[config.mk]
export PLATFORM = sky130hd
export DESIGN_NAME = top
export DESIGN_NICKNAME = d
export VERILOG_FILES = /design/src/rtl/top.sv
export SDC_FILE = /design/constraint.sdc
export NUM_CORES = 1
export LEC_CHECK = 0
export CORE_UTILIZATION = 42
export CTS_BUF_LIST = sky130_fd_sc_hd__clkbuf_8
export DETAILED_ROUTE_END_ITERATION = 16
export GPL_TIMING_DRIVEN = 0
export PLACE_DENSITY = 0.72
export RECOVER_POWER = 100
export SETUP_SLACK_MARGIN = 0.05
export SYNTH_ARGS = -nofsm -noshare
export SYNTH_HDL_FRONTEND = slang
export SYNTH_SLANG_ARGS = --single-unit
[constraint.sdc]
create_clock -name clk -period 1.05 [get_ports clk]
set_input_delay 0.1575 -clock clk [delete_from_list [all_inputs] [get_ports clk]]
set_output_delay 0.1575 -clock clk [all_outputs]
set_load 0.01 [all_outputs]
[src/rtl/top.sv]
// rtl/top.sv - TMR voter with Hamming(7,4) encode, bitwise vote, syndrome correction
module voter (
  input  logic [6:0] cw1_i,
  input  logic [6:0] cw2_i,
  input  logic [6:0] cw3_i,
  output logic [6:0] voted_o
);

  // Kept as a named net so benches can inject arbitrary voted codewords here.
  logic [6:0] data_voted;

  assign data_voted = (cw1_i & cw2_i) | (cw1_i & cw3_i) | (cw2_i & cw3_i);
  assign voted_o    = data_voted;

endmodule

module top (
  input  logic       clk,
  input  logic       rst_n,
  input  logic [3:0] data_1,
  input  logic [3:0] data_2,
  input  logic [3:0] data_3,
  output logic [3:0] voted_q,
  output logic       fault
);

  // Codeword layout {p1,p2,d1,p3,d2,d3,d4}; bit 6 is Hamming position 1.
  function automatic logic [6:0] hamming_encode(input logic [3:0] d);
    logic p1, p2, p3;
    p1 = d[3] ^ d[2] ^ d[0];
    p2 = d[3] ^ d[1] ^ d[0];
    p3 = d[2] ^ d[1] ^ d[0];
    return {p1, p2, d[3], p3, d[2], d[1], d[0]};
  endfunction

  logic [6:0] cw1, cw2, cw3;
  logic [6:0] cw_voted;
  logic [2:0] syn;
  logic [3:0] voted_d;
  logic       fault_d;
  logic       fault_q;

  assign cw1 = hamming_encode(data_1);
  assign cw2 = hamming_encode(data_2);
  assign cw3 = hamming_encode(data_3);

  voter voter_inst (
    .cw1_i   (cw1),
    .cw2_i   (cw2),
    .cw3_i   (cw3),
    .voted_o (cw_voted)
  );

  // Syndrome decode; only data positions 3,5,6,7 need correcting since parity is dropped.
  always_comb begin
    syn     = 3'd0;
    voted_d = 4'd0;
    fault_d = 1'b0;
    syn[0]  = cw_voted[6] ^ cw_voted[4] ^ cw_voted[2] ^ cw_voted[0];
    syn[1]  = cw_voted[5] ^ cw_voted[4] ^ cw_voted[1] ^ cw_voted[0];
    syn[2]  = cw_voted[3] ^ cw_voted[2] ^ cw_voted[1] ^ cw_voted[0];
    voted_d = {cw_voted[4] ^ (syn == 3'd3),
               cw_voted[2] ^ (syn == 3'd5),
               cw_voted[1] ^ (syn == 3'd6),
               cw_voted[0] ^ (syn == 3'd7)};
    fault_d = (syn != 3'd0);
  end

  // Output register: captures the corrected nibble and fault flag every cycle.
  always_ff @(posedge clk or negedge rst_n) begin
    if (!rst_n) begin
      voted_q <= 4'd0;
      fault_q <= 1'b0;
    end else begin
      voted_q <= voted_d;
      fault_q <= fault_d;
    end
  end

  assign fault = fault_q;

endmodule

==> reports/metrics.csv, run 1 <==
stage,metric,value,unit
synth,simple-gate area share of the yosys netlist,6.25,%
clock_tree,H-tree lvl count,1,
critical_path,critical path required time,1.19,ns
synth,complex-gate fraction of the synthesized area,1.95,%
synth,post-synth cell types,13,
run_status,outcome,finished with violations,
clock_tree,CTS max path bufs,2,
synth,Mean Syn Cell Area,16.4,sq um
global_route,global route overflow,0,
power,part of the power in registers,18.8,%
floorplan,starting density of the core,46.9,%
global_route,initial antenna violation count,0,
power,net switching power,0.498,mW
synth,mux cell area share after synthesis,0,%
power,clock share of power,22.6,%
timing,Pins Over Slew Limit,0,
clock_tree,Clock Root Buffer,clkbuf_8,
synth,area share of the largest cell type after synthesis,35.2,%
timing,RSZ-0062 raised after global routing,true,
synth,Cells after Synth,39,
synth,synth warn,0,
synth,cell area after synthesis,641,sq um
route,WL/cell,15.2,um
critical_path,Worst setup EP type,flip-flop,
timing,Period minus WS final,1.53,ns
route,Routed Wire Length,1200,um
synth,xor/xnor cell area share of the yosys netlist,60.7,%
power,leakage,0.462,nW
synth,Synth area leader,xnor3_1,
placed_design,placed instance area,853,sq um
critical_path,crit path max fanout,4,
timing,measured slew at the worst slew-check pin,0.226,ns
power,Internal,1.04,mW
power,"IR drop worst, VDD",988,uV
global_route,Total GRT Usage,17.6,%
critical_path,startpoint class of the critical path,primary input,
layout,number of diodes,0,
route,initial DRC count,4,
floorplan,# IOs,19,
global_route,largest net degree at the start of global routing,7,
layout,area delta synth->final,42.8,%
power,Design Power,1.54,mW
run,max-cap viol count,0,
floorplan,Die X,41.1,um
clock_tree,clk sinks,5,
global_route,vias in the first global route,403,
timing,hold slack,0.225,ns
power,sw frac,32.4,%
clock_tree,hold_buf cts,0,
route,Initial DRT Pass Iterations,4,
timing,Final Cycle Share,146,%
timing,post-route setup slack,-0.481,ns
floorplan,die area,1690,sq um
placed_design,GPL Wtd Cong,0.641,
timing,Fin. Hold Viols,0,
timing,Slew HR,84.9,%
route,Via density,5.01,
route,DRT antenna net count,0,
global_route,first-pass GRT wire length,1810,um
synth,largest family of logic cells by synthesized area,XOR/XNOR gates,
floorplan,Die H,41.1,um
synth,register area share after synthesis,19.5,%
run_status,failing checks,negative setup slack,
clock_tree,TritonCTS Buffers,3,
placed_design,port bufs,18,
layout,final core occ,66.9,%
route,Vias,396,
hold_path,Hold Crit Class,in -> async,
placed_design,Final HPWL DP,954,um
synth,Yosys reg bits,5,
floorplan,core area,1370,sq um
clock_tree,clock slew at the register clock pins of the worst setup and hold paths,0.04,ns
timing,final-report setup violation count,5,
power,combinational cell fraction of total power,58.6,%
synth,Post-Syn Nets,53,
floorplan,row cnt,13,
synth,Adder-Cell Fraction of Synth Area,11.5,%
layout,proportion of layout cells with a drive suffix above 1,53.1,%
critical_path,CP Data Arrival Time,1.67,ns
power,power density cells,1680,nW/um^2
synth,ranking of synthesized cells by area,"xnor3_1 35%, dfrtp_1 20%, xnor2_4 8.6%",
clock_tree,CTS tree,done,
critical_path,worst setup path class,in -> reg,
layout,nets,79,
layout,Layout Cell Area excl Fill,915,sq um
timing,highest clock rate,0.653,GHz
placed_design,"worst slack, placed",-1.21,ns
route,DRC viols,0,
==> worst paths after layout <==
path	from	end	depth (start not counted)
worst max-delay path	data_3[0]	voted_q[1]	6
min in group clk	data_2[3]	voted_q[3]	3
worst min-delay path	rst_n	fault	1
max in group asynchronous	rst_n	voted_q[0]	1
==> cell families after synthesis <==
group,Yosys count
XOR/XNOR,21
adder cells (fa/ha/maj),7
flip-flops,5
AND/OR/NAND/NOR,4
AO/OA/AOI/OAI,2
==> worst max-delay path: stages <==
cell and delay [ns]:
buf_8 0.11, maj3_2 0.35, xnor3_2 0.43, xnor2_4 0.22
nor3b_2 0.22, xor2_1 0.17
==> what timing repair did <==
item                       4_1_cts  5_1_grt
cloned                           0        0
pin swaps                       21        1
buffers inserted                 3        0
resized for setup               73        2
setup endpoints to repair       10        6
==> per-layer routing <==
layer  up-vias  track usage (%)  part of all wire [%]
li1        193                -                     -
met2         9             25.0                    50
met3         0             4.89                   4.3
met5         -                0                     0
met4         0             10.0                     0
met1       194             23.6                    46
==> placed cells by master (no fill, tap or decap) <==
cell type,count
nor3_2,1
nand3_1,1
dlygate4sd3_1,1
buf_6,6
xnor3_2,4
o31ai_1,1
xnor3_1,8
xor2_1,4
clkbuf_8,3
maj3_2,7
dlygate4sd2_1,4
nor3b_2,2
buf_8,1
buf_2,4
inv_1,1
xnor2_1,2
clkbuf_1,1
dfrtp_1,5
xnor2_4,3
clkdlybuf4s15_1,1
buf_4,3
o21ai_1,1
==> registers in the layout, indices dropped and copies added, names as in the netlist <==
register and count:
fault 1, voted_q 4
==> through the flow <==
step                      TNS (ns)  instances
after global routing         -2.42         79
after CTS                    -2.15         79
after detailed placement     -5.53         72
after global placement       -5.48         72
final                        -2.10         79
after floorplan              -2.24         39
==> cell type report <==
type / instances / area [sq um]
Clock inverter: 1 / 3.75
Sequential cell: 5 / 125
Timing Repair Buffer: 21 / 184
Tap cell: 15 / 18.8
Clock buffer: 3 / 41.3
Fill cell: 101 / 452
Multi-Input combinational cell: 34 / 542
==> cells in the mapped netlist <==
cell / number
xnor3_1: 10
o21ai_0: 1
xor2_1: 4
nand3_1: 1
xnor3_2: 2
xnor2_4: 2
maj3_2: 3
xnor2_1: 3
nor3b_2: 2
maj3_1: 4
dfrtp_1: 5
nor3_2: 1
o31ai_1: 1
==> power by group through the flow <==
stage | clock, mW | combinational, mW | sequential [mW]
3_5_place_dp | 0 | 0.889 | 0.297
3_3_place_gp | 0 | 0.877 | 0.290
2_1_floorplan | 0 | 0.557 | 0.339
4_1_cts | 0.358 | 0.911 | 0.294
6_report | 0.347 | 0.902 | 0.289
5_1_grt | 0.370 | 0.972 | 0.300
Power figures use the tool's default switching activity.
==> run 2, diff against run 1 <==
--- a/config.mk
+++ b/config.mk
@@ -5,11 +5,12 @@
 export SDC_FILE = /design/constraint.sdc
 export NUM_CORES = 1
 export LEC_CHECK = 0
-export CORE_UTILIZATION = 42
+export CAP_MARGIN = 20
+export CORE_UTILIZATION = 40
 export CTS_BUF_LIST = sky130_fd_sc_hd__clkbuf_8
 export DETAILED_ROUTE_END_ITERATION = 16
 export GPL_TIMING_DRIVEN = 0
-export PLACE_DENSITY = 0.72
+export PLACE_DENSITY = 0.7
 export RECOVER_POWER = 100
 export SETUP_SLACK_MARGIN = 0.05
 export SYNTH_ARGS = -nofsm -noshare
==> reports/metrics.csv, run 2 (same netlist as run 1, synthesis figures left out) <==
stage,metric,value,unit
critical_path,worst setup path class,in -> reg,
clock_tree,TritonCTS Buffers,3,
layout,Largest Register,voted_q,
timing,Pins Over Slew Limit,0,
global_route,vias in the first global route,453,
layout,max reg flops,4,
route,length of routed met2 wiring,628,um
critical_path,worst-path cell chain,buf_8 > maj3_2 > xnor3_2 > xnor2_4 > buf_6 > nor3b_4 > xor2_1,
power,leakage,0.502,nW
global_route,global route overflow,0,
power,power density cells,1690,nW/um^2
hold_path,Hold Crit Class,in -> async,
route,Vias,432,
floorplan,die area,1770,sq um
critical_path,Worst setup EP type,flip-flop,
layout,Non-Filler Instances,87,
route,initial DRC count,1,
power,sw frac,31.5,%
floorplan,starting density of the core,42.5,%
timing,post-route setup slack,-0.522,ns
power,Internal,1.13,mW
route,highest metal used,met4,
run_status,outcome,finished with violations,
route,DRT antenna net count,0,
global_route,initial antenna violation count,0,
timing,measured slew at the worst slew-check pin,0.276,ns
power,"IR drop worst, VDD",756,uV
critical_path,critical path required time,1.19,ns
timing,Period minus WS final,1.57,ns
route,met3 routed WL,44,um
route,Initial DRT Pass Iterations,2,
clock_tree,CTS tree,done,
critical_path,CP bufs+invs,2,
timing,hold slack,0.218,ns
layout,nets,86,
global_route,first-pass GRT wire length,2070,um
placed_design,port bufs,18,
critical_path,startpoint class of the critical path,primary input,
power,net switching power,0.523,mW
critical_path,crit path max fanout,5,
placed_design,dpl cells,73,
clock_tree,CTS max path bufs,2,
power,part of the power in registers,17.3,%
critical_path,Slowest cell on crit path,xnor3_2,
timing,Fin. Hold Viols,0,
timing,Slew HR,81.5,%
clock_tree,H-tree lvl count,1,
run_status,failing checks,negative setup slack,
clock_tree,clock slew at the register clock pins of the worst setup and hold paths,0.04,ns
timing,highest clock rate,0.636,GHz
layout,"commonest cells after routing, fill and taps aside","8 x xnor3_1, 8 x buf_4, 7 x maj3_2, 6 x buf_6",
global_route,largest net degree at the start of global routing,6,
floorplan,Die X,42.0,um
floorplan,Die H,42.0,um
run,max-cap viol count,0,
floorplan,core area,1510,sq um
clock_tree,hold_buf cts,0,
global_route,Total GRT Usage,16.1,%
critical_path,family with the most delay on the worst path,XOR/XNOR gates,
clock_tree,Clock Root Buffer,clkbuf_8,
layout,number of diodes,0,
route,Via density,4.97,
route,Routed Wire Length,1210,um
timing,Final Cycle Share,150,%
timing,RSZ-0062 raised after global routing,true,
clock_tree,clk sinks,5,
power,combinational cell fraction of total power,61.9,%
timing,final-report setup violation count,5,
route,met1 wire length,521,um
layout,final core occ,65.0,%
floorplan,# IOs,19,
critical_path,Worst path max stage delay,0.43,ns
layout,area delta synth->final,52.7,%
route,DRC viols,0,
critical_path,CP Data Arrival Time,1.71,ns
layout,proportion of layout cells with a drive suffix above 1,56.3,%
route,WL/cell,13.9,um
floorplan,row cnt,14,
placed_design,GPL Wtd Cong,0.687,
power,clock share of power,20.8,%
==> run 2: changes by cell type in the layout (fill, tap and decap cells not counted) <==
cell             previous run  this run
xnor2_2                     0         1
dlygate4sd2_1               4         5
nor3b_2                     2         1
xnor2_4                     3         2
nor3b_4                     0         1
buf_8                       1         2
clkdlybuf4s15_1             1         2
buf_4                       3         8
clkbuf_1                    1         0
==> run 2: area by class of cell <==
class | instances | area, sq um
Timing Repair Buffer | 28 | 251
Multi-Input combinational cell | 34 | 537
Clock inverter | 1 | 3.75
Fill cell | 113 | 528
Sequential cell | 5 | 125
Tap cell | 16 | 20.0
Clock buffer | 3 | 41.3
==> run 2: path summary, 6_finish.rpt <==
check,start,end,slack (ns),depth (start not counted)
setup / recovery,data_3[0],voted_q[2],-0.52,7
hold / removal,rst_n,voted_q[3],0.22,1
max in group asynchronous,rst_n,fault,0.65,1
min in group clk,data_3[3],voted_q[3],0.43,4
==> run 2: layer usage <==
metal  vias up  GRT usage [%]
met4         0           7.50
met2        12           26.6
met5         -              0
li1        207              -
met3         4           4.31
met1       209           19.5
==> run 2: what timing repair did <==
| action | CTS | global route |
|---|---|---|
| setup buffers | 8 | 2 |
| endpoints found under the setup margin | 10 | 5 |
| gates resized for setup | 70 | 2 |
| pin swaps | 21 | 2 |
| gates cloned | 0 | 0 |
==> run 2: power groups by stage <==
stage | clock network (mW) | logic (mW) | registers [mW]
floorplan | 0 | 0.557 | 0.339
finish | 0.345 | 1.03 | 0.287
global placement | 0 | 0.874 | 0.290
detailed placement | 0 | 0.887 | 0.296
global route | 0.369 | 1.10 | 0.295
CTS | 0.351 | 0.978 | 0.294
==> run 2: per-stage QoR <==
step | setup TNS (ns) | setup WS, ns | instance area (sq um) | power [mW]
after floorplan | -2.24 | -0.529 | 654 | 0.896
after global placement | -5.41 | -1.16 | 855 | 1.16
after detailed placement | -5.51 | -1.21 | 855 | 1.18
after CTS | -2.17 | -0.505 | 963 | 1.62
after global routing | -2.57 | -0.573 | 978 | 1.76
final | -2.26 | -0.522 | 978 | 1.66
==> run 3, diff against run 2 <==
--- a/config.mk
+++ b/config.mk
@@ -6,11 +6,11 @@
 export NUM_CORES = 1
 export LEC_CHECK = 0
 export CAP_MARGIN = 20
-export CORE_UTILIZATION = 40
+export CORE_UTILIZATION = 45
 export CTS_BUF_LIST = sky130_fd_sc_hd__clkbuf_8
 export DETAILED_ROUTE_END_ITERATION = 16
 export GPL_TIMING_DRIVEN = 0
-export PLACE_DENSITY = 0.7
+export PLACE_DENSITY = 0.77
 export RECOVER_POWER = 100
 export SETUP_SLACK_MARGIN = 0.05
 export SYNTH_ARGS = -nofsm -noshare
==> reports/metrics.csv, run 3 (same netlist as run 1, synthesis figures left out) <==
stage,metric,value,unit
timing,Slew HR,82.1,%
route,DRC viols,0,
timing,Final Cycle Share,147,%
route,DRT antenna net count,0,
global_route,first-pass GRT wire length,2140,um
global_route,initial antenna violation count,0,
timing,Pins Over Slew Limit,0,
placed_design,GPL Wtd Cong,0.617,
clock_tree,Clock Root Buffer,clkbuf_8,
floorplan,Die X,39.7,um
hold_path,Hold Crit Class,in -> async,
layout,area delta synth->final,68.8,%
layout,"commonest cells after routing, fill and taps aside","15 x buf_4, 10 x buf_6, 8 x xnor3_1, 7 x maj3_2",
global_route,vias in the first global route,446,
clock_tree,H-tree lvl count,1,
route,Routed Wire Length,1510,um
floorplan,die area,1580,sq um
critical_path,Slowest cell on crit path,xnor3_2,
timing,Fin. Hold Viols,0,
critical_path,Worst setup startpoint,data_3[0],
timing,highest clock rate,0.647,GHz
clock_tree,hold_buf cts,0,
clock_tree,clock slew at the register clock pins of the worst setup and hold paths,0.03,ns
placed_design,port bufs,18,
clock_tree,TritonCTS Buffers,3,
global_route,global route overflow,0,
route,initial DRC count,8,
clock_tree,CTS max path bufs,2,
power,"IR drop worst, VDD",1040,uV
layout,max reg flops,4,
critical_path,Worst path max stage delay,0.44,ns
timing,hold slack,0.222,ns
critical_path,crit path max fanout,5,
floorplan,# IOs,19,
route,Vias,473,
timing,Period minus WS final,1.55,ns
timing,measured slew at the worst slew-check pin,0.269,ns
layout,proportion of layout cells with a drive suffix above 1,64.1,%
run_status,failing checks,negative setup slack,
global_route,largest net degree at the start of global routing,6,
critical_path,Critical Path End,voted_q[1],
critical_path,CP Data Arrival Time,1.69,ns
layout,"commonest non-fill, non-tap cell in the layout",buf_4,
route,WL/cell,16.3,um
critical_path,startpoint class of the critical path,primary input,
power,leakage,0.552,nW
placed_design,placed instance area,853,sq um
global_route,Total GRT Usage,21.9,%
power,power density cells,1600,nW/um^2
route,Initial DRT Pass Iterations,4,
placed_design,Final HPWL DP,904,um
clock_tree,clk sinks,5,
floorplan,core area,1320,sq um
timing,post-route setup slack,-0.496,ns
layout,Filler cells,69,
timing,final-report setup violation count,5,
critical_path,worst setup path class,in -> reg,
critical_path,worst-path cell chain,buf_8 > maj3_2 > xnor3_2 > xnor2_4 > nor3b_2 > xor2_1,
run_status,outcome,finished with violations,
layout,nets,93,
critical_path,critical path required time,1.19,ns
floorplan,row cnt,13,
layout,Layout Cell Area excl Fill,1080,sq um
layout,number of diodes,0,
floorplan,Die H,39.7,um
run,max-cap viol count,0,
timing,RSZ-0062 raised after global routing,true,
critical_path,Worst setup EP type,flip-flop,
route,Via density,5.09,
layout,Largest Register,voted_q,
clock_tree,CTS tree,done,
floorplan,starting density of the core,48.6,%
run 3: power breakdown:
group / leakage (nW) / switching [mW] / internal (mW)
Sequential: 0.0564 / 0.0143 / 0.271
Clock: 0.0269 / 0.0932 / 0.250
Combinational: 0.469 / 0.455 / 0.647
Total: 0.552 / 0.562 / 1.17
run 3: cell type report:
cell class	count	area [sq um]	area share, %
repair buffers	35	339	31.4
flip-flops and latches	5	125	11.6
well taps	15	18.8	1.74
clock inverters	1	3.75	0.347
multi-input cells	34	553	51.2
clock buffers	3	41.3	3.82
run 3: worst min path at each step:
stage                from    endpoint  slack [ns]  cells past startpoint
floorplan           rst_n       fault       -0.14                      0
global placement    rst_n  voted_q[0]        0.38                      1
detailed placement  rst_n  voted_q[0]        0.39                      1
CTS                 rst_n  voted_q[1]        0.16                      1
global route        rst_n  voted_q[1]        0.24                      1
finish              rst_n  voted_q[2]        0.22                      1
run 3: what timing repair did:
item | in CTS | in global routing
resized for setup | 61 | 31
pin swaps | 18 | 16
buffers inserted | 13 | 4
setup endpoints to repair | 10 | 7
cloned | 0 | 0
run 3: routing by layer:
layer	part of all wire, %	wire, um	vias up	global-route usage (%)
met1	45	675	224	28.8
met2	48	724	19	34.4
met3	5.8	87	4	5.11
met4	1.7	26	0	7.76
li1	-	-	226	-
met5	0	0	-	0
run 3: worst max-delay path, delay by kind of cell:
family | cells | cell delay [ns]
XOR/XNOR | 3 | 0.87
adder cells (fa/ha/maj) | 1 | 0.33
buffers and inverters | 1 | 0.10
AND/OR/NAND/NOR | 1 | 0.23
run 3: through the flow:
stage	util, %	setup slack [ns]	total power, mW	instances	setup TNS [ns]
3_3_place_gp	64.8	-1.17	1.16	72	-5.39
3_5_place_dp	64.8	-1.16	1.18	72	-5.47
6_report	82.1	-0.496	1.73	93	-2.38
2_1_floorplan	-	-0.529	0.896	39	-2.24
4_1_cts	75.5	-0.528	1.60	89	-2.34
5_1_grt	82.1	-0.546	1.83	93	-2.59
